--- config.mk ---
export PLATFORM = sky130hd
export DESIGN_NAME = wash_cycle_ctrl
export DESIGN_NICKNAME = d
export VERILOG_FILES = /design/src/rtl/wash_cycle_ctrl.sv
export SDC_FILE = /design/constraint.sdc
export NUM_CORES = 1
export LEC_CHECK = 0
export CAP_MARGIN = 20
export CORE_MARGIN = 2
export CORE_UTILIZATION = 32
export DETAILED_ROUTE_END_ITERATION = 16
export PLACE_DENSITY = 0.5
export SYNTH_ARGS = -nofsm -noshare
export SYNTH_HDL_FRONTEND = slang
export SYNTH_SLANG_ARGS = --single-unit
export TNS_END_PERCENT = 100
--- constraint.sdc ---
create_clock -name clk -period 4.8 [get_ports clk]
set_input_delay 0.72 -clock clk [delete_from_list [all_inputs] [get_ports clk]]
set_output_delay 0.72 -clock clk [all_outputs]
set_load 0.01 [all_outputs]
--- src/rtl/wash_cycle_ctrl.sv ---
// Multi-phase wash sequencer: checks and charges the balance on start,
// counts each programmable phase down in 1 s ticks, and supports pause and abort.
module wash_cycle_ctrl #(
    parameter int                  TICK_DIV  = 100000000,
    parameter int                  NPHASE    = 3,
    parameter logic [8*NPHASE-1:0] PHASE_SEC = {8'd10, 8'd30, 8'd20},
    parameter int                  PRICE     = 5,
    parameter int                  BAL_W     = 12
) (
    input  logic                    clk,
    input  logic                    rst,
    input  logic                    start,
    input  logic                    on,
    input  logic                    abort,
    input  logic signed [BAL_W-1:0] bal,
    output logic                    busy,
    output logic [2:0]              phase,
    output logic [7:0]              phase_led,
    output logic [7:0]              rem_bcd,
    output logic                    charge,
    output logic                    reject,
    output logic                    done
);

    localparam int                       DIV_W    = $clog2(TICK_DIV);
    localparam logic [DIV_W-1:0]         DIV_LAST = DIV_W'(TICK_DIV - 1);
    localparam logic [2:0]               PH_LAST  = 3'(NPHASE - 1);
    localparam logic signed [BAL_W-1:0]  PRICE_S  = BAL_W'(PRICE);

    typedef enum logic [1:0] {
        S_IDLE = 2'd0,
        S_RUN  = 2'd1,
        S_DONE = 2'd2
    } state_t;

    state_t           state_q, state_d;
    logic [DIV_W-1:0] div_q, div_d;
    logic [2:0]       phase_q, phase_d;
    logic [6:0]       rem_q, rem_d;
    logic             busy_q, busy_d;
    logic [7:0]       led_q, led_d;
    logic [7:0]       bcd_q, bcd_d;
    logic             charge_q, charge_d;
    logic             reject_q, reject_d;
    logic             done_q, done_d;

    // A zero lane still runs for one tick; lanes above 99 cannot be displayed.
    function automatic logic [6:0] phase_len(input logic [2:0] k);
        logic [7:0] v;
        v = 8'd1;
        for (int i = 0; i < NPHASE; i++) begin
            if (k == 3'(i)) begin
                v = PHASE_SEC[8*i +: 8];
            end
        end
        if (v == 8'd0) begin
            return 7'd1;
        end else if (v > 8'd99) begin
            return 7'd99;
        end else begin
            return v[6:0];
        end
    endfunction

    function automatic logic [7:0] to_bcd(input logic [6:0] r);
        logic [3:0] tens;
        logic [3:0] units;
        tens  = 4'(r / 7'd10);
        units = 4'(r % 7'd10);
        return {tens, units};
    endfunction

    // Next-state and next-output logic
    always_comb begin
        state_d  = state_q;
        div_d    = div_q;
        phase_d  = phase_q;
        rem_d    = rem_q;
        charge_d = 1'b0;
        reject_d = 1'b0;
        done_d   = 1'b0;
        case (state_q)
            S_IDLE: begin
                if (start && !abort) begin
                    if (bal >= PRICE_S) begin
                        state_d  = S_RUN;
                        div_d    = '0;
                        phase_d  = 3'd0;
                        rem_d    = phase_len(3'd0);
                        charge_d = 1'b1;
                    end else begin
                        reject_d = 1'b1;
                    end
                end else begin
                    state_d = S_IDLE;
                end
            end
            S_RUN: begin
                if (abort) begin
                    state_d = S_IDLE;
                    div_d   = '0;
                    phase_d = 3'd0;
                    rem_d   = 7'd0;
                end else if (on) begin
                    if (div_q == DIV_LAST) begin
                        div_d = '0;
                        if (rem_q > 7'd1) begin
                            rem_d = rem_q - 7'd1;
                        end else if (phase_q != PH_LAST) begin
                            phase_d = phase_q + 3'd1;
                            rem_d   = phase_len(phase_q + 3'd1);
                        end else begin
                            state_d = S_DONE;
                            phase_d = 3'd0;
                            rem_d   = 7'd0;
                            done_d  = 1'b1;
                        end
                    end else begin
                        div_d = div_q + DIV_W'(1);
                    end
                end else begin
                    div_d = div_q;
                end
            end
            S_DONE: begin
                state_d = S_IDLE;
                div_d   = '0;
            end
            default: begin
                state_d = S_IDLE;
                div_d   = '0;
                phase_d = 3'd0;
                rem_d   = 7'd0;
            end
        endcase
        busy_d = (state_d == S_RUN);
        led_d  = busy_d ? (8'd1 << phase_d) : 8'd0;
        bcd_d  = to_bcd(rem_d);
    end

    // State and output registers
    always_ff @(posedge clk or posedge rst) begin
        if (rst) begin
            state_q  <= S_IDLE;
            div_q    <= '0;
            phase_q  <= 3'd0;
            rem_q    <= 7'd0;
            busy_q   <= 1'b0;
            led_q    <= 8'd0;
            bcd_q    <= 8'h00;
            charge_q <= 1'b0;
            reject_q <= 1'b0;
            done_q   <= 1'b0;
        end else begin
            state_q  <= state_d;
            div_q    <= div_d;
            phase_q  <= phase_d;
            rem_q    <= rem_d;
            busy_q   <= busy_d;
            led_q    <= led_d;
            bcd_q    <= bcd_d;
            charge_q <= charge_d;
            reject_q <= reject_d;
            done_q   <= done_d;
        end
    end

    assign busy      = busy_q;
    assign phase     = phase_q;
    assign phase_led = led_q;
    assign rem_bcd   = bcd_q;
    assign charge    = charge_q;
    assign reject    = reject_q;
    assign done      = done_q;

endmodule

# ---- Word level (Yosys, flattened, before mapping)
# Cells that the tools add are included.
dict set report word_totals {
  regBits 59
  mem_bits_rw 0
  latch_bits 0
  out_inout_bits 23
  word_cells 89
  mem_bits_ro 0
  input_bits 17
  memories 0
}
dict set report op_classes {
  div 2
  n_mul 0
  n_addsub 3
  shifts 1
  muxes 54
  bitwise 0
  n_eq_ne 10
  reduce_logical 6
  magnitude_cmp 3
}
# op count
set ops {}
lappend ops {{2-to-1 mux 27 bit} 5}
lappend ops {{2-to-1 mux 8 bit} 9}
lappend ops {{2-to-1 mux 7 bit} 9}
lappend ops {{case mux 27 bit (2 select lines)} 1}
lappend ops {{adder 27 x 1 -> 27 bit (second input constant)} 1}
lappend ops {{equality test 27 bit (second input constant)} 1}
lappend ops {{2-to-1 mux 3 bit} 7}
lappend ops {{case mux 7 bit (3 select lines)} 1}
lappend ops {{2-to-1 mux 2 bit} 7}
lappend ops {{>= comparator 12 x 4 -> 1 bit (second input constant)} 1}
lappend ops {{2-to-1 mux 1 bit} 12}
lappend ops {{case mux 3 bit (3 select lines)} 1}
lappend ops {{greater-than comparator 8 x 7 -> 1 bit (second input constant)} 1}
lappend ops {{logical NOT 8 bit} 1}
lappend ops {{<< shifter 1 x 3 -> 8 bit (first input constant)} 1}
lappend ops {{divider 7 x 4 -> 7 bit (second input constant)} 1}
lappend ops {{greater-than comparator 7 x 1 -> 1 bit (second input constant)} 1}
lappend ops {{modulo 7 x 4 -> 7 bit (second input constant)} 1}
lappend ops {{subtractor 7 x 1 -> 7 bit (second input constant)} 1}
lappend ops {{2-to-1 mux 5 bit} 1}
lappend ops {{equality test 2 x 1 -> 1 bit (second input constant)} 2}
lappend ops {{inequality test 2 bit (second input constant)} 2}
lappend ops {{case mux 2 bit (2 select lines)} 1}
lappend ops {{adder 3 x 1 -> 3 bit (second input constant)} 1}
lappend ops {{other kinds (10)} 10}

# ---- Depth between registers and ports, before layout
# Gate-level depths: netlist of the first run.
dict set report logic_depth {
  depth_word 21
  ltp_mapped 23
}

# ---- Worst setup path before layout of the first run
# OpenSTA, ideal clock, no wires.
dict set report synth_path {
  kind {register to register}
  startpoint {register div_q[0]}
  endpoint {register bcd_q[3], in the netlist rem_bcd[3]}
  required_ps 4724
  stages_incl_launch_ff 20
  arrival_ps 4262
  period_less_slack_ps 4338
  setup_ps 76
  setup_slack_ps 462
  path_cell_list {dfrtp_1 ha_1 and4b_1 nand4_2 or3_1 buf_2 or4_1 and3_1 buf_6 nor3_1 nor2_1 ha_1 clkbuf_1 and3_1 a211oi_1 o2111ai_1 and3_1 ha_1 or3_1 o21ai_1}
}
dict set report synth_via {
  elab_chain_cells 6
}
# item line
set synth_lines {}
lappend synth_lines {{from (decl)} 37} ;# logic [DIV_W-1:0] div_q, div_d;
lappend synth_lines {{from (signal assigned)} 156} ;# div_q <= div_d;
lappend synth_lines {{equality test 27 bit} 105} ;# if (div_q == DIV_LAST) begin
lappend synth_lines {{2-to-1 mux 7 bit} 105}
lappend synth_lines {{2-to-1 mux 7 bit} 104} ;# end else if (on) begin
lappend synth_lines {{2-to-1 mux 7 bit} 99} ;# if (abort) begin
lappend synth_lines {{case mux 7 bit (3 select lines)} 82} ;# case (state_q)
lappend synth_lines {{modulo 7 x 4 -> 7 bit} 69} ;# units = 4'(r % 7'd10);
lappend synth_lines {{net bcd_d[3]} 42} ;# logic [7:0] bcd_q, bcd_d;
lappend synth_lines {{to (signal assigned)} 150} ;# bcd_q <= 8'h00;
lappend synth_lines {{to (signal assigned)} 161} ;# bcd_q <= bcd_d;
lappend synth_lines {{to (decl)} 42}
# The timed path passes the listed nets, and every way through them passes these cells.
# A chain may end at the register's enable or synchronous reset.

# ---- Worst setup path after layout of the first run
dict set report layout_path {
  startpoint {input port start}
  endpoint {register bcd_q[3], in the netlist rem_bcd[3]}
}
dict set report layout_via {
  elab_chain_cells 4
}
# item line
set layout_lines {}
lappend layout_lines {{from (decl)} 12} ;# input logic start,
lappend layout_lines {{logical AND 1 bit} 84} ;# if (start && !abort) begin
lappend layout_lines {{2-to-1 mux 7 bit} 84}
lappend layout_lines {{case mux 7 bit (3 select lines)} 82}
lappend layout_lines {{net rem_d[6]} 39} ;# logic [6:0] rem_q, rem_d;
lappend layout_lines {{modulo 7 x 4 -> 7 bit} 69}
lappend layout_lines {{net bcd_d[3]} 42}
# The timed path passes the listed nets, and every way through them passes these cells.

==> metrics.cfg, run 1 <==
[die]
die-height_microns=110
die_area_sq_mm=0.0120
row_count=38
die_width_microns=110
initial_utilization_pct=32.9
coreArea_sq_mm=0.0108
io_pins=40

[worst_setup_path]
crit_path_cell_trace=clkdlybuf4s50_1, or3b_2, a311oi_1, nor2_1, nand2_1, and3_1, buf_4, clkinv_8, nor2_4, nor2_1, ha_1, and3_1, a211oi_1, o2111ai_1, and3_1, ha_1, or3_1, o21ai_1
crit_path_frequent_cell=and3_1
critPathBufInv=3
worstSetupEndpointType=register
r2r_start=div_q[0]$_DFFE_PP0P_
critPathTopFamily=simple AND/OR/NAND/NOR gates
r2r_cells=16
critPathSlowestCell=or3b_2
path_max_fanout=7
timing.critical_path.required_ns=5.07
rrSetupSlack_ns=0.45
wp_data_arrival_ns=4.70
reg2reg_to=rem_bcd[3]$_DFF_PP0_
start_point_of_the_critical_path=start
timing.critical_path.slowest_cell_delay_ns=0.48
critPathLaunchType=primary input
worst-setup-path-type=primary input to register

[drt]
via_per_inst=5.28
wl_per_cell_microns=15.0
drt_iter0_drc=87
postRouteAntennaNets=0
num_vias=3161
totalWireLength_microns=8970
drt_pass1_iterations=4
remaining_drc_errors=0

[hold_path]
hold_class=register to register
hold_path_depth=2
worst_hold_path_endpoint=div_q[1]$_DFFE_PP0P_
hold_path.startpoint=div_q[1]$_DFFE_PP0P_

[sta]
worst_pin_slew_ns=0.687
final.setup_skew_ns=0.00952
final_max_slew_viol_count=0
tightest_hold_margin_ns=0.506
fin_ws_ns=0.361
setup-violations-final=0
final.period_utilization_pct=92.5
final_hold_viol_count=0
fmax_ghz=0.225
headroom_to_the_max_slew_limit_pct=53.9
period_minus_slack_ns=4.44
fin_setup_tns_ns=0
rsz0062_at_grt=no

[yosys]
syn-instance-count=405
yosys_warnings=0
syn_avg_cell_area_sq_um=8.80
syn_area_sq_mm=0.00356
async_reset_ff_share_pct=100
synth.area.top_cells=dfrtp_1 41%, nor2_1 4.6%, nand2_1 3.9%, xor2_1 3.7%, o21ai_0 3.4%
most_instantiated_cells_after_synthesis=58 x dfrtp_1, 44 x nor2_1, 37 x nand2_1
yosys.area.top_type=dfrtp_1
synth-seq-cells=58
synthesis.nets=427
synth_most_common_cell=dfrtp_1
number_of_synthesized_flops_with_an_enable_pin=0
netlist-cell-type-count=71
post-synth-top-area-fraction_pct=40.7
ys_seq_area_share_pct=40.7
synth_flop_cell=dfrtp_1

[power]
max_ir_drop_vdd_mv=0.168
p_leak_nw=1.81
powerDensity_mw_per_mm2=304

[clock_network]
clockRootBuffer=clkbuf_8
clock_insertion_delay_worst_skew_ns=0.34
holdBufCountCts=0
clock-sinks=58
tritoncts=built
cts_resized=0
ctsLongestPathBuffers=2
h-tree-depth=3
cts_setup_buffers=0
cts-buffers-inserted=9
clkSlewWorstSetupHoldPaths_ns=0.07

[finish]
num_antenna_cells=0
stdcell_area_sq_mm=0.00442
layout_cell_share_with_drive_strength_beyond_1_pct=12.9
fin_nets=477
syn2layout_area_growth_pct=24.2

[place]
dpl_cell_area_sq_mm=0.00418
place.port_buffers=39
placer_congestion_estimate=0.876
pre_cts_slack_ns=0.0670
dpl.hpwl_microns=6500

[global_route]
antenna_found_initial=0
grt_max_degree=33
gr-total-overflow=0
first_global_vias=3146
global_route_usage_sum_pct=16.1
grt_first_pass_wirelength_microns=15100

[status]
outcome=complete, no violations

[flow_run]
max-cap-violations=0

## cell families (layout without fill, tap and decap cells)
family / count (synthesis) / after routing / share of synthesized area [%]
muxes: 1 / 1 / 0.632
and+or+nand+nor: 182 / 182 / 27.4
xor gates and xnor gates: 25 / 25 / 6.14
AOI/OAI and AO/OA: 96 / 96 / 18.2
DFF: 58 / 58 / 40.7
adders and majority gates: 6 / 6 / 2.07
buffers and inverters: 37 / 91 / 4.81
## how the worst max path moves through the flow
stage / slack (ns) / depth (start not counted) / to
after floorplan: 0.46 / 19 / rem_bcd[3]$_DFF_PP0_
after global placement: 0.20 / 17 / rem_bcd[3]$_DFF_PP0_
after detailed placement: 0.07 / 18 / rem_bcd[3]$_DFF_PP0_
after CTS: 0.41 / 18 / rem_bcd[3]$_DFF_PP0_
after global routing: 0.11 / 20 / rem_bcd[1]$_DFF_PP0_
final: 0.36 / 18 / rem_bcd[3]$_DFF_PP0_
## through the flow
stage / std cells / utilization (%) / power (mW)
after detailed placement: 584 / 38.6 / 0.793
after global routing: 599 / 40.8 / 1.42
after floorplan: 405 / - / 0.693
after global placement: 584 / 38.6 / 0.794
final: 599 / 40.8 / 1.34
after CTS: 599 / 40.8 / 1.36
## layout make-up
cell class                      count  area [sq um]
Fill cell                        1093          6420
Multi-Input combinational cell    310          1940
Sequential cell                    58          1450
Timing Repair Buffer               59           541
Tap cell                          140           175
Clock buffer                       10           138
Clock inverter                      5           103
Inverter                           17          76.3
## state kept, by name (all words and copies together) (netlist names)
| signal | flops |
|---|---|
| busy | 1 |
| charge | 1 |
| reject | 1 |
| rem_bcd | 8 |
| state_q | 2 |
| phase | 3 |
| phase_led | 8 |
| div_q | 27 |
| done | 1 |
| rem_q | 6 |
## worst register-to-register path, cell delays in order (launching register included)
cell and delay [ns]:
dfrtp_1 0.39, ha_1 0.25, and4b_1 0.24, nand4_2 0.13
or3_1 0.39, or4_1 0.48, and3_1 0.23, nor3_1 0.29
nor2_1 0.07, ha_1 0.27, and3_1 0.20, a211oi_1 0.26
o2111ai_1 0.20, and3_1 0.24, ha_1 0.22, or3_1 0.37
o21ai_1 0.07
## layout by cell type (no fill, tap or decap), types with 3 or more instances in the layout
cell type	netlist	layout
inv_2	3	4
buf_4	2	20
o21bai_1	4	4
nand2b_1	6	6
dfrtp_1	58	58
nand2_1	37	37
nor2b_1	4	4
o31ai_1	6	6
o21ai_0	24	24
inv_1	13	12
o21ai_1	4	4
a21oi_1	15	15
bufinv_16	0	3
nor3b_1	3	3
clkdlybuf4s50_1	0	39
clkbuf_8	0	10
a31oi_1	8	8
nand3_1	19	19
o22ai_1	3	3
nor2_1	44	44
xnor2_1	10	10
and2_1	3	3
nand4_1	5	5
xor2_1	15	15
nand4b_1	3	3
or3_1	4	4
and4_1	3	3
ha_1	5	5
o211ai_1	5	5
nor3_1	15	15
nor4_1	8	8
and3_1	10	10
## report_power, final
group | internal (mW) | total [mW] | switching, mW
Combinational | 0.122 | 0.261 | 0.139
Clock | 0.355 | 0.560 | 0.204
Sequential | 0.509 | 0.524 | 0.0151
## layer usage
metal | track usage (%) | routed length [microns]
met5 | 0 | 0
met4 | 6.24 | 97
met3 | 3.02 | 315
met2 | 25.8 | 4090
met1 | 21.4 | 4470
Note: power is estimated with default switching activity, not from simulation.
==> run 2: changes to the inputs <==
--- a/config.mk
+++ b/config.mk
@@ -7,9 +7,9 @@
 export LEC_CHECK = 0
 export CAP_MARGIN = 20
 export CORE_MARGIN = 2
-export CORE_UTILIZATION = 32
+export CORE_UTILIZATION = 40
 export DETAILED_ROUTE_END_ITERATION = 16
-export PLACE_DENSITY = 0.5
+export PLACE_DENSITY = 0.6
 export SYNTH_ARGS = -nofsm -noshare
 export SYNTH_HDL_FRONTEND = slang
 export SYNTH_SLANG_ARGS = --single-unit
==> metrics.cfg, run 2 (synthesis gave the netlist of run 1 again) <==
[status]
outcome=complete, no violations

[finish]
final_cell_mix=58 x dfrtp_1, 44 x nor2_1, 39 x clkdlybuf4s50_1, 37 x nand2_1, 24 x o21ai_0
syn2layout_area_growth_pct=20.9
multi_input_area_sq_mm=0.00195  ; +0.32%
max_ffs_per_register=27  ; unchanged
largest_register=div_q
layout.cells.most_common=dfrtp_1
layout.area.seq_sq_mm=0.00145  ; unchanged
num_antenna_cells=0  ; unchanged
stdcell_area_sq_mm=0.00431  ; -2.6%
layout_cell_share_with_drive_strength_beyond_1_pct=12.3  ; -0.57 points
fillCellCount=851  ; -22%
fin_nets=475  ; -0.42%
stdcell_count=564  ; -5.8%

[drt]
wl_per_cell_microns=15.0  ; +0.31%
num_vias=3099  ; -2.0%
drt_pass1_iterations=4  ; unchanged
drt_iter0_drc=126  ; +45%
totalWireLength_microns=8470  ; -5.6%
via_per_inst=5.49  ; +4.1%
postRouteAntennaNets=0  ; unchanged
remaining_drc_errors=0  ; unchanged

[worst_setup_path]
crit_path_frequent_cell=nor2_1
critPathLaunchType=primary input
start_point_of_the_critical_path=start
critPathSlowestCell=or3b_2
r2r_start=div_q[0]$_DFFE_PP0P_
timing.critical_path.slowest_cell_delay_ns=0.49  ; about the same
r2r_cells=19  ; +3
worstSetupEndpointType=register
worst-setup-path-type=primary input to register
critPathTopFamily=simple AND/OR/NAND/NOR gates
critPathBufInv=4  ; +1
timing.critical_path.required_ns=5.04  ; -0.03 ns
wp_data_arrival_ns=4.72  ; +0.02 ns
rrSetupSlack_ns=0.34  ; -0.11 ns
reg2reg_to=rem_bcd[1]$_DFF_PP0_
path_max_fanout=9  ; +2
crit_path_cell_trace=clkdlybuf4s50_1, or3b_2, a311oi_2, nor2_1, nand2_1, and3_1, clkinv_8, nor2_4, nor2_1, ha_1, buf_4, a21oi_1, a22oi_1, o2111ai_1, and3_1, ha_1, inv_1, a41oi_1, nor2_1, o2bb2ai_1

[global_route]
first_global_vias=2996  ; -4.8%
antenna_found_initial=0  ; unchanged
gr-total-overflow=0  ; unchanged
grt_max_degree=39  ; +18%
global_route_usage_sum_pct=18.3  ; +2.2 points
grt_first_pass_wirelength_microns=14600  ; -3.0%

[sta]
headroom_to_the_max_slew_limit_pct=55.4  ; +1.5 points
tightest_hold_margin_ns=0.519  ; +0.0130 ns
final_hold_viol_count=0  ; unchanged
period_minus_slack_ns=4.48  ; +0.0444 ns
worst_pin_slew_ns=0.667  ; -0.0195 ns
fin_setup_tns_ns=0  ; unchanged
fmax_ghz=0.223  ; -0.99%
rsz0062_at_grt=no
final.setup_skew_ns=0.0148  ; +0.00528 ns
final.period_utilization_pct=93.4  ; +0.92 points
setup-violations-final=0  ; unchanged
final_max_slew_viol_count=0  ; unchanged

[clock_network]
cts-buffers-inserted=9  ; unchanged
cts_resized=0  ; unchanged
clock-sinks=58  ; unchanged
holdBufCountCts=0  ; unchanged
ctsLongestPathBuffers=2  ; unchanged
tritoncts=built
clkSlewWorstSetupHoldPaths_ns=0.07  ; about the same
h-tree-depth=3  ; unchanged
clock_insertion_delay_worst_skew_ns=0.33  ; about the same
cts_setup_buffers=0  ; unchanged
clockRootBuffer=clkbuf_8

[hold_path]
worst_hold_path_endpoint=div_q[0]$_DFFE_PP0P_
hold_path_depth=1  ; -1
hold_path.startpoint=div_q[0]$_DFFE_PP0P_
hold_class=register to register

[die]
die_area_sq_mm=0.00968  ; -19%
die-height_microns=98.4  ; -10%
row_count=34  ; -11%
coreArea_sq_mm=0.00868  ; -20%
initial_utilization_pct=41.1  ; +8.2 points
die_width_microns=98.4  ; -10%
io_pins=40  ; unchanged

[place]
dpl_cell_area_sq_mm=0.00413  ; -1.3%
place.port_buffers=39  ; unchanged
placed_instance_count=550  ; -5.8%
placer_congestion_estimate=0.914  ; +4.3%
dpl.hpwl_microns=6120  ; -5.9%

[power]
p_leak_nw=1.77  ; -2.0%
post-layout-total-power_mw=1.20  ; -11%
max_ir_drop_vdd_mv=0.231  ; +37%
powerDensity_mw_per_mm2=279  ; -8.2%

[flow_run]
max-cap-violations=0  ; unchanged

## run 2: how the worst max path moves through the flow
stage / end / slack, ns / depth (start not counted)
detailed placement: rem_bcd[1]$_DFF_PP0_ / 0.02 / 20
CTS: rem_bcd[3]$_DFF_PP0_ / 0.33 / 17
finish: rem_bcd[1]$_DFF_PP0_ / 0.32 / 20
floorplan: rem_bcd[3]$_DFF_PP0_ / 0.46 / 19
global route: rem_bcd[1]$_DFF_PP0_ / 0.08 / 19
global placement: rem_bcd[3]$_DFF_PP0_ / 0.09 / 17
## run 2: where the power goes
| group | switching [mW] | internal, mW |
|---|---|---|
| sequential | 0.0148 | 0.510 |
| clock | 0.189 | 0.231 |
| combinational | 0.137 | 0.120 |
| total | 0.341 | 0.861 |
## run 2: per-stage QoR
stage | utilization (%) | setup WS, ns
after CTS | 49.6 | 0.334
final | 49.6 | 0.316
after floorplan | - | 0.462
after global placement | 47.6 | 0.0908
after global routing | 49.6 | 0.0777
after detailed placement | 47.6 | 0.0179
## run 2: layout make-up
class / count / share of cell area, %
clock inverter: 4 / 1.05
clock buffer: 10 / 2.96
timing repair buffer: 57 / 12.2
tap: 108 / 3.14
multi-input combinational: 310 / 45.2
inverter: 17 / 1.77
sequential: 58 / 33.7
## run 2: routing by layer
layer	global-route usage, %	share of wire (%)
met1	26.3	50
met2	27.6	44
met3	3.51	4.6
met4	6.32	1.4
met5	0	0
